--- src/rtl/mem_access_stage.sv ---
// MEM pipeline stage: drives a req/ack data-memory port, aligns byte/half lanes,
// extends loads, selects the write-back value and stalls EX/MEM while an access is outstanding.
module mem_access_stage #(
    parameter int TIMEOUT = 16,
    parameter int CNT_W   = 5
) (
    input  logic        Clock,
    input  logic        Reset,
    input  logic        MemRead_In,
    input  logic        MemWrite_In,
    input  logic [1:0]  ByteSel_In,
    input  logic [1:0]  MemToReg_In,
    input  logic        RegWrite_In,
    input  logic [4:0]  RegDest_In,
    input  logic [31:0] ALUResult_In,
    input  logic [31:0] WriteData_In,
    input  logic [31:0] PCI_In,
    output logic        DMemReq,
    output logic        DMemWE,
    output logic [31:0] DMemAddr,
    output logic [31:0] DMemWData,
    output logic [3:0]  DMemByteEn,
    input  logic        DMemAck,
    input  logic [31:0] DMemRData,
    output logic        Stall_Out,
    output logic        RegWrite_Out,
    output logic [4:0]  RegDest_Out,
    output logic [31:0] WBData_Out,
    output logic        MisAlign_Out,
    output logic        BusErr_Out
);
    typedef enum logic {S_IDLE, S_WAIT} state_t;

    state_t           r_state;
    logic [CNT_W-1:0] r_cnt;

    logic        w_memop, w_store, w_mis, w_timeout;
    logic [1:0]  w_a;
    logic [7:0]  w_byte;
    logic [15:0] w_half;
    logic [3:0]  w_byteen;
    logic [31:0] w_wdata, w_ldata, w_wb;

    assign w_a       = ALUResult_In[1:0];
    assign w_memop   = MemRead_In | MemWrite_In;
    assign w_store   = MemWrite_In;
    assign w_mis     = ((ByteSel_In == 2'b01) && w_a[0]) || ((ByteSel_In == 2'b00) && (w_a != 2'b00));
    assign w_timeout = (r_cnt == CNT_W'(TIMEOUT));

    // Upstream inputs are held while stalled, so the WAIT state reads them directly.
    assign Stall_Out = (r_state == S_IDLE) ? (w_memop && !w_mis) : (!DMemAck && !w_timeout);

    always_comb begin
        w_byte = DMemRData[7:0];
        case (w_a)
            2'b01:   w_byte = DMemRData[15:8];
            2'b10:   w_byte = DMemRData[23:16];
            2'b11:   w_byte = DMemRData[31:24];
            default: w_byte = DMemRData[7:0];
        endcase
        w_half = w_a[1] ? DMemRData[31:16] : DMemRData[15:0];
        case (ByteSel_In)
            2'b00: begin
                w_ldata  = DMemRData;
                w_wdata  = WriteData_In;
                w_byteen = 4'b1111;
            end
            2'b01: begin
                w_ldata  = {{16{w_half[15]}}, w_half};
                w_wdata  = {2{WriteData_In[15:0]}};
                w_byteen = w_a[1] ? 4'b1100 : 4'b0011;
            end
            2'b10: begin
                w_ldata  = {{24{w_byte[7]}}, w_byte};
                w_wdata  = {4{WriteData_In[7:0]}};
                w_byteen = 4'b0001 << w_a;
            end
            default: begin
                w_ldata  = {24'b0, w_byte};
                w_wdata  = {4{WriteData_In[7:0]}};
                w_byteen = 4'b0001 << w_a;
            end
        endcase
        case (MemToReg_In)
            2'b01:   w_wb = w_ldata;
            2'b10:   w_wb = PCI_In;
            default: w_wb = ALUResult_In;
        endcase
    end

    always_ff @(posedge Clock) begin
        if (!Reset) begin
            r_state      <= S_IDLE;
            r_cnt        <= '0;
            DMemReq      <= 1'b0;
            DMemWE       <= 1'b0;
            DMemAddr     <= '0;
            DMemWData    <= '0;
            DMemByteEn   <= '0;
            RegWrite_Out <= 1'b0;
            RegDest_Out  <= '0;
            WBData_Out   <= '0;
            MisAlign_Out <= 1'b0;
            BusErr_Out   <= 1'b0;
        end else begin
            MisAlign_Out <= 1'b0;
            BusErr_Out   <= 1'b0;
            case (r_state)
                S_IDLE: begin
                    if (w_memop && w_mis) begin
                        MisAlign_Out <= 1'b1;
                        RegWrite_Out <= 1'b0;
                        RegDest_Out  <= RegDest_In;
                        WBData_Out   <= w_wb;
                    end else if (w_memop) begin
                        r_state      <= S_WAIT;
                        r_cnt        <= '0;
                        DMemReq      <= 1'b1;
                        DMemWE       <= w_store;
                        DMemAddr     <= {ALUResult_In[31:2], 2'b00};
                        DMemWData    <= w_wdata;
                        DMemByteEn   <= w_byteen;
                        // Bubble into MEM/WB while the access is outstanding.
                        RegWrite_Out <= 1'b0;
                    end else begin
                        RegWrite_Out <= RegWrite_In;
                        RegDest_Out  <= RegDest_In;
                        WBData_Out   <= w_wb;
                    end
                end
                S_WAIT: begin
                    if (DMemAck) begin
                        r_state      <= S_IDLE;
                        DMemReq      <= 1'b0;
                        RegWrite_Out <= RegWrite_In && !w_store;
                        RegDest_Out  <= RegDest_In;
                        WBData_Out   <= w_wb;
                    end else if (w_timeout) begin
                        r_state      <= S_IDLE;
                        DMemReq      <= 1'b0;
                        BusErr_Out   <= 1'b1;
                        RegWrite_Out <= 1'b0;
                    end else begin
                        r_cnt <= r_cnt + 1'b1;
                    end
                end
            endcase
        end
    end
endmodule

--- config.mk ---
export PLATFORM = sky130hd
export DESIGN_NAME = mem_access_stage
export DESIGN_NICKNAME = d
export VERILOG_FILES = /design/src/rtl/mem_access_stage.sv
export SDC_FILE = /design/constraint.sdc
export NUM_CORES = 1
export LEC_CHECK = 0
export CAP_MARGIN = 25
export CORE_MARGIN = 2
export CORE_UTILIZATION = 44
export CTS_BUF_LIST = sky130_fd_sc_hd__clkbuf_2
export DETAILED_ROUTE_END_ITERATION = 10
export HOLD_SLACK_MARGIN = 0.1
export PLACE_DENSITY_LB_ADDON = 0.05
export SLEW_MARGIN = 40
export SYNTH_ARGS = -nofsm -noshare
export SYNTH_HDL_FRONTEND = slang
export SYNTH_SLANG_ARGS = --single-unit
export TNS_END_PERCENT = 20
--- constraint.sdc ---
create_clock -name Clock -period 2.2 [get_ports Clock]
set_clock_uncertainty 0.15 [all_clocks]
set_input_delay 0.33 -clock Clock [delete_from_list [all_inputs] [get_ports Clock]]
set_output_delay 0.33 -clock Clock [all_outputs]
set_load 0.05 [all_outputs]
==> impl_metrics.json <==
{
  "status": "finished, violations left",
  "failed_checks": "setup timing",
  "reg2reg_from": "r_cnt[1]",
  "fin_nets": 1177,
  "grt.total_usage_pct": 31.79,
  "layout_common_cells": "141 x clkdlybuf4s50_1, 132 x nand2_1, 112 x dfxtp_1",
  "fp.dieH_um": 118.6,
  "setup_ws_ns": -0.1485,
  "ys_async_sr_fraction_pct": 0,
  "dpl_worst_slack_ns": -0.2331,
  "maxUsedRoutingLayer": "met4",
  "drt-total-wl_um": 22500,
  "grt_pass1_vias": 6948,
  "wl_met1_um": 8591,
  "synthDistinctLibCells": 50,
  "io_pins": 254,
  "finalCriticalPeriod_ns": 2.349,
  "vias_per_cell": 5.697,
  "grt_remaining_overflow": 0,
  "clk_pin_slew_ns": 0.16,
  "yosys-top-cells-area": "dfxtp_1 39%, nand2_1 8.6%, a21oi_1 6.7%, mux2i_1 5.2%, o21ai_0 3.4%",
  "hpwl_um": 16450,
  "ys_ff_latch": 114,
  "rsz0062_at_grt": "true",
  "cts_tree": "yes",
  "grt_pass1_wl_um": 35680,
  "leakage_nw": 4.071,
  "worstRegToRegCells": 8,
  "setup_viol": 1,
  "hold-worst-slack_ns": 0.1667,
  "row_count": 41,
  "yosys_most_used_dff": "dfxtp_1",
  "antenna_left": 0,
  "fin_crit_sh_pct": 106.8,
  "worstSetupPathType": "flop to output pin",
  "maxCapViolations": 0,
  "initial_utilization_pct": 45.46,
  "final_layout_size_suffix_gt1_share_pct": 12.46,
  "drc_errors": 0,
  "endpoint_kind": "output pin",
  "holdPathEnd": "DMemWData[14]",
  "cts_buffer_depth": 2,
  "r2r-end": "r_cnt[4]",
  "worst_pin_slew_ns": 0.7202,
  "antenna_found_initial": 2,
  "seq_area_frac_synth_pct": 39.46,
  "synth_area_um2": 5783,
  "port_buffers": 251,
  "fmax_ghz": 0.4258,
  "first_pass_iters": 5,
  "synth-edff-count": 0,
  "cp-start-kind": "flop",
  "wl_met2_um": 10780,
  "post_drt_wl_per_cell_um": 18.50,
  "area_delta_synth_final_pct": 64.41,
  "worst_ir_drop_vdd_mv": 0.3682,
  "dr_wl_met3_um": 1878,
  "cts.sinks": 114,
  "die_w_um": 118.6,
  "startpoint": "r_cnt[1]",
  "slowest_stage": "dfxtp_2",
  "crit_required_ns": 1.72,
  "slowest_delay_ns": 0.36,
  "mostFrequentLayoutCell": "clkdlybuf4s50_1",
  "worstHoldStart": "WriteData_In[14]",
  "gp_congestion": 0.9025,
  "fin_tns_setup_ns": -0.1485,
  "hold_viol_final": 0,
  "p_per_area_nw_per_um2": 625.3,
  "p_total_mw": 5.945,
  "cts_buffers": 17,
  "synth_cells": 705,
  "relSlewSlack_pct": 51.99,
  "drt_iter0_markers": 492,
  "hold_depth": 3,
  "rrSetupSlack_ns": 0.40,
  "worstPathMaxFanout": 3,
  "route.vias.total": 6927,
  "final_max_slew_viol_count": 0,
  "syn_avg_cell_area_um2": 8.203,
  "htreeDepth": 4,
  "cp_cell_sequence": "inv_2, ha_4, and4bb_2, nor2_4, a21oi_2, inv_1, buf_6",
  "ys_warn_count": 0,
  "hp-class": "input pin to flop",
  "cts_root_buf": "clkbuf_2",
  "synth_top_area_cell": "dfxtp_1",
  "core_area_um2": 12720,
  "insertion_delay_ns": 0.68,
  "synthDominantCellAreaShare_pct": 39.46,
  "cp_data_arrival_time_ns": 1.87,
  "die_area_um2": 14080,
  "grt_max_degree": 63
}
-- metal layers --
| metal | up-vias | GRT usage, % |
|---|---|---|
| met5 | - | 0 |
| met4 | 0 | 18.68 |
| met3 | 91 | 9.363 |
| met2 | 354 | 52.77 |
| met1 | 3268 | 36.07 |
| li1 | 3214 | - |
-- metrics by stage --
stage               area, um^2  utilization (%)  cells
finish                    9508            74.73   1216
global route              9508            74.73   1216
global placement          8821            69.34   1123
floorplan                 5787                -    706
CTS                       9475            74.48   1214
detailed placement        8821            69.34   1123
-- sequential cells by signal, indices dropped and copies added, names as in the netlist, 4 cells and up --
register	cells
DMemByteEn	4
RegDest_Out	5
r_cnt	5
WBData_Out	32
DMemAddr	30
DMemWData	32
-- synth_stat cells, drive strengths merged (5+ instances only) --
library cell,number
a211oi,5
nor2,49
o221ai,6
dfxtp,114
o31ai,11
a311oi,17
o21a,15
buf,35
clkbuf,29
mux2i,30
nand2b,12
a221oi,17
inv,11
a21oi,81
o21ai,40
o32ai,17
nand2,133
nand3,19
o211a,8
mux2,8
o22ai,15
-- timing repair --
action                                 4_1_cts  5_1_grt
resized for setup                          111       32
setup endpoints to repair                  107       25
hold buffers                                56        0
endpoints found under the hold margin       57        0
setup buffers                                3        1
pin swaps                                    1        2
-- how the worst max path moves through the flow --
| stage | end | slack [ns] | cells past startpoint |
|---|---|---|---|
| 2_1_floorplan | Stall_Out | 0.29 | 6 |
| 3_3_place_gp | WBData_Out[23] | -0.15 | 8 |
| 3_5_place_dp | WBData_Out[18] | -0.23 | 8 |
| 4_1_cts | Stall_Out | -0.22 | 7 |
| 5_1_grt | Stall_Out | -0.28 | 7 |
| 6_report | Stall_Out | -0.15 | 7 |
-- cell families after synthesis --
group / count (synthesis) / share of synthesized area, %
muxes: 38 / 6.750
AOI/OAI and AO/OA: 243 / 29.45
buffers and inverters: 75 / 6.469
adders and majority gates: 4 / 0.8655
and+or+nand+nor: 230 / 16.94
DFF: 114 / 39.46
other: 1 / 0.06484
-- worst max-delay path: cells and delay by family (launching register included) --
family / cells / cell delay (ns)
and+or+nand+nor: 2 / 0.38
adders and majority gates: 1 / 0.14
AOI/OAI and AO/OA: 1 / 0.05
buffers and inverters: 3 / 0.28
DFF: 1 / 0.36
-- power breakdown --
group	total (mW)	switching [mW]	internal (mW)
logic	2.38	1.45	0.927
clock network	1.21	0.820	0.394
registers	2.35	0.0982	2.26
-- area by class of cell --
type / count / area (um^2)
Tap cell: 172 / 215.2
Timing Repair Buffer: 369 / 3620
Antenna cell: 1 / 2.502
Multi-Input combinational cell: 517 / 3153
Clock buffer: 19 / 95.09
Inverter: 11 / 42.54
Fill cell: 986 / 3214
Clock inverter: 13 / 95.09
Sequential cell: 114 / 2285
(Power assumes the default switching activity.)
